`src/rtl/if_prefetch_queue.sv`:
```
// Instruction-fetch prefetch queue: runs ahead of IF/ID, buffers
// {pc+4, instr} pairs and restarts on a MEM-stage redirect.
module if_prefetch_queue #(
  parameter logic [31:0] RESET_PC = 32'h0,
  parameter int          DEPTH    = 4,
  parameter int          CNT_W    = 3
) (
  input  logic             clk,
  input  logic             rst_n,
  output logic             imem_req,
  output logic [31:0]      imem_addr,
  input  logic [31:0]      imem_rdata,
  input  logic             redirect,
  input  logic [31:0]      redirect_addr,
  output logic             out_valid,
  input  logic             out_ready,
  output logic [31:0]      out_instr,
  output logic [31:0]      out_pc_plus_4,
  output logic [CNT_W-1:0] count
);

  localparam int PTR_W = (DEPTH > 1) ? $clog2(DEPTH) : 1;
  localparam logic [CNT_W:0] DEPTH_C = (CNT_W+1)'(DEPTH);
  localparam logic [31:0] PC_MASK = 32'hFFFF_FFFC;
  localparam logic [31:0] RESET_PC_A = RESET_PC & PC_MASK;

  logic [31:0]      fetch_pc_q, fetch_pc_d;
  logic [31:0]      lat_addr_q, lat_addr_d;
  logic             inflight_q, inflight_d;
  logic [PTR_W-1:0] rd_ptr_q, rd_ptr_d;
  logic [PTR_W-1:0] wr_ptr_q, wr_ptr_d;
  logic [CNT_W-1:0] count_q, count_d;
  logic [31:0]      pc4_q [DEPTH];
  logic [31:0]      pc4_d [DEPTH];
  logic [31:0]      ins_q [DEPTH];
  logic [31:0]      ins_d [DEPTH];

  logic [CNT_W:0]   occ;
  logic             has_data;
  logic             push;
  logic             pop;

  // Issue gating: an in-flight fetch always has a reserved slot.
  always_comb begin
    occ       = {1'b0, count_q} + {{CNT_W{1'b0}}, inflight_q};
    imem_req  = rst_n & ~redirect & (occ < DEPTH_C);
    imem_addr = fetch_pc_q;
  end

  // Head view and handshake; redirect masks the head so nothing pops.
  always_comb begin
    has_data      = (count_q != '0);
    out_valid     = has_data & ~redirect;
    out_instr     = has_data ? ins_q[rd_ptr_q] : 32'h0;
    out_pc_plus_4 = has_data ? pc4_q[rd_ptr_q] : 32'h0;
    count         = count_q;
    push          = inflight_q & ~redirect;
    pop           = out_valid & out_ready;
  end

  // Next-state for fetch PC, response tracking and the FIFO.
  always_comb begin
    fetch_pc_d = fetch_pc_q;
    lat_addr_d = lat_addr_q;
    inflight_d = 1'b0;
    rd_ptr_d   = rd_ptr_q;
    wr_ptr_d   = wr_ptr_q;
    count_d    = count_q;
    pc4_d      = pc4_q;
    ins_d      = ins_q;
    if (redirect) begin
      fetch_pc_d = redirect_addr & PC_MASK;
      rd_ptr_d   = '0;
      wr_ptr_d   = '0;
      count_d    = '0;
    end else begin
      if (imem_req) begin
        fetch_pc_d = fetch_pc_q + 32'd4;
        lat_addr_d = fetch_pc_q;
        inflight_d = 1'b1;
      end
      if (push) begin
        pc4_d[wr_ptr_q] = lat_addr_q + 32'd4;
        ins_d[wr_ptr_q] = imem_rdata;
        wr_ptr_d        = wr_ptr_q + PTR_W'(1);
      end
      if (pop) begin
        rd_ptr_d = rd_ptr_q + PTR_W'(1);
      end
      count_d = count_q + CNT_W'(push) - CNT_W'(pop);
    end
  end

  // State registers; reset drops any pending response.
  always_ff @(posedge clk or negedge rst_n) begin
    if (!rst_n) begin
      fetch_pc_q <= RESET_PC_A;
      lat_addr_q <= 32'h0;
      inflight_q <= 1'b0;
      rd_ptr_q   <= '0;
      wr_ptr_q   <= '0;
      count_q    <= '0;
      for (int i = 0; i < DEPTH; i++) begin
        pc4_q[i] <= 32'h0;
        ins_q[i] <= 32'h0;
      end
    end else begin
      fetch_pc_q <= fetch_pc_d;
      lat_addr_q <= lat_addr_d;
      inflight_q <= inflight_d;
      rd_ptr_q   <= rd_ptr_d;
      wr_ptr_q   <= wr_ptr_d;
      count_q    <= count_d;
      pc4_q      <= pc4_d;
      ins_q      <= ins_d;
    end
  end

endmodule
```
`config.mk`:
```
export PLATFORM = sky130hd
export DESIGN_NAME = if_prefetch_queue
export DESIGN_NICKNAME = d
export VERILOG_FILES = /design/src/rtl/if_prefetch_queue.sv
export SDC_FILE = /design/constraint.sdc
export NUM_CORES = 1
export LEC_CHECK = 0
export ABC_AREA = 1
export ABC_CLOCK_PERIOD_IN_PS = 6300
export BUFFER_PORTS_ARGS = -buffer_cell sky130_fd_sc_hd__buf_2
export CORE_ASPECT_RATIO = 0.5
export CORE_MARGIN = 2
export CORE_UTILIZATION = 50
export DETAILED_ROUTE_END_ITERATION = 6
export PLACE_DENSITY = 0.7
export SETUP_SLACK_MARGIN = 0.2
export SLEW_MARGIN = 20
export SYNTH_ARGS = -nofsm -noshare
export SYNTH_HDL_FRONTEND = slang
export SYNTH_SLANG_ARGS = --single-unit
```
`constraint.sdc`:
```
create_clock -name clk -period 6.3 [get_ports clk]
set_input_delay 0.945 -clock clk [delete_from_list [all_inputs] [get_ports clk]]
set_output_delay 0.945 -clock clk [all_outputs]
set_load 0.05 [all_outputs]
```
==> results.md <==
* Max Transition Viols Final at 0
* Vias post-DR at 13863
* Status: complete, no violations
* Core area at 0.0307 sq mm
* Initial antenna violation count at 0
* Hpwl dp at 24.8 mm
* Crit Path Max Fanout at 65
* Synth warn at 0
* Post-CTS Hold Fix Bufs at 0
* Setup TNS at 0 ns
* Crit-path cells: inv_2, buf_4, buf_4, o21ai_0, a21oi_1, buf_2
* Slowest-stage cell, CP: dfrtp_4
* Pleak at 0.00888 uW
* Total die area at 0.0331 sq mm
* PortBufs at 162
* Worst Skew at 0.00685 ns
* Buffer depth of the longest clock path at 3
* Slew margin rel. at 28.6%
* Reg area at 0.00791 sq mm
* Crit path launch type: register
* Synthesized area per cell at 7.42 sq um
* Root Buffer: clkbuf_16
* Worst slew pin tran at 1.07 ns
* Post_cts resized at 0
* GR Overflow Total at 0
* Synth unique cells at 26
* CP arrival at 3.51 ns
* First-pass GRT wire length at 67.2 mm
* Critical Path RT at 5.35 ns
* Routed WL at 41.0 mm
* Post-synth EDFFs at 0
* Clock latency on the worst-skew pair at 0.57 ns
* Prevailing post-synth register cell: dfrtp_1
* ANT cells at 0
* Seq/Total Area, Yosys at 50.2%
* Final core occ at 58.0%
* # setup viols final at 0
* Commonest cells post-synth: nand2_1, o21ai_0, nor2_1
* Worst r2r path cells at 14
* FP Rows at 45
* WL/cell at 15.4 um
* Post-CTS Setup Bufs at 0
* DRT Pass-1 Iters at 5
* Yosys top cell area share at 50.2%
* Ports placed on the boundary at 169
* Synth area leaders: dfrtp_1, nand2_1, o21ai_0
* Die Width at 255 um
* FF-to-FF End: count[2]
* R2R Path Start: count[1]
* Worst min-delay path class: input port to async pin
* Clock slew seen by the registers of the worst setup and hold paths at 0.07 ns
* Async set-reset flop share out of synthesis at 100%
* Final period util at 70.7%
* Global Route Usage Sum at 25.4%
* Worst path most repeated cell: buf_4
* Worst VDD drop at 0.000398 V
* Die Span Y at 130 um
* Cells after synthesis at 2125
* Final Hold Fails at 0
* Synthesized area at 0.0158 sq mm
* Vias per std cell at 5.21
* Crit. End Element: output port
* Vias in the first global route at 12995
* Highest clock rate at 224 MHz
* CTS tree: done
* Kind of critical path: register to output port
* Most common cell in the netlist: nand2_1
* Initial cell density of the core at 51.4%
* Detailed-route DRC error count at 0
* Layout cells sized above 1 at 11.7%
* Final min period at 4.46 ns
* Syn-to-layout area delta at 12.9%
* Area of the multi-input gates at 0.00689 sq mm
* CTS Sinks at 316
* TritonCTS Buffers at 29
* Flops & latches, synth at 316
* DRT antenna net count at 0
* Power Density at 458 mW/mm^2
* Slowest cell delay on critical path at 0.77 ns
* Largest net degree at the start of global routing at 173
* Max-cap viol count at 0
* Reg-to-reg slack, setup at 3.39 ns
* GPL Wtd Cong at 0.926
* H-Tree Depth at 1
* Filler Cells Inserted at 2959
* Nets at 2293
* RSZ-0062 raised after global routing: false
* Yosys top cell by area: dfrtp_1
* Detailed Route Iter0 Violations at 1231
state kept, by name (all words and copies together), names as in the netlist:
| signal | flops |
|---|---|
| ins_q | 128 |
| pc4_q | 120 |
| imem_addr | 30 |
| lat_addr_q | 30 |
| count | 3 |
| rd_ptr_q | 2 |
| wr_ptr_q | 2 |
| inflight_q | 1 |
cells in the final DEF (no fill, tap or decap), types with 12 or more instances in the layout:
master	Yosys	layout
nor2_1	324	324
a21oi_1	69	69
buf_4	10	12
clkbuf_16	0	29
buf_2	50	161
nand3_1	83	83
nand2_1	692	688
inv_1	118	118
dfrtp_1	316	314
o21ai_0	332	332
cells by family after synthesis:
group	share of synthesized area, %
other cells	0.0238
simple gates	28.3
flops	50.2
fa+ha+maj	0.841
buf+inv	6.40
xor+xnor	1.40
compound gates	12.9
power by group:
part	internal [uW]	total, uW	switching [uW]
logic	812	3080	2270
clock network	1200	1990	785
registers	2590	3070	482
cell type report:
class,count,area share [%]
clock buffer,41,4.67
clock inverter,12,1.36
tap,423,2.97
inverter,123,2.59
timing repair buffer,175,5.23
sequential,316,44.5
multi-input combinational,1570,38.7
worst max-delay path: cells and delay by family, from the launching register on:
family / cells / cell delay [ns]
AOI/OAI and AO/OA: 2 / 0.46
buffers and inverters: 4 / 1.64
DFF: 1 / 0.77
routing by layer:
layer,routed length (um),vias up,global-route usage [%]
li1,-,6896,-
met1,19100,6516,36.6
met2,18600,394,41.2
met3,2460,57,3.37
met4,797,0,5.81
met5,0,-,0
worst max path at each step:
| stage | startpoint | end |
|---|---|---|
| final | rd_ptr_q[0] | out_pc_plus_4[11] |
| after global routing | rd_ptr_q[0] | out_pc_plus_4[11] |
| after CTS | rd_ptr_q[0] | out_pc_plus_4[3] |
| after detailed placement | rd_ptr_q[0] | out_pc_plus_4[3] |
| after global placement | rd_ptr_q[0] | out_pc_plus_4[11] |
| after floorplan | redirect | count[2] |
through the flow:
| step | setup WS (ns) | hold WS (ns) | cell area [sq um] | total power [uW] | instances |
|---|---|---|---|---|---|
| 3_3_place_gp | 2.49 | 0.456 | 16700 | 6110 | 2607 |
| 4_1_cts | 1.86 | 0.372 | 17800 | 8190 | 2660 |
| 3_5_place_dp | 2.47 | 0.460 | 16700 | 6170 | 2607 |
| 2_1_floorplan | 3.16 | 0.444 | 15800 | 5320 | 2128 |
| 5_1_grt | 1.65 | 0.402 | 17800 | 8690 | 2660 |
| 6_report | 1.84 | 0.340 | 17800 | 8140 | 2660 |
(Power assumes the default switching activity.)
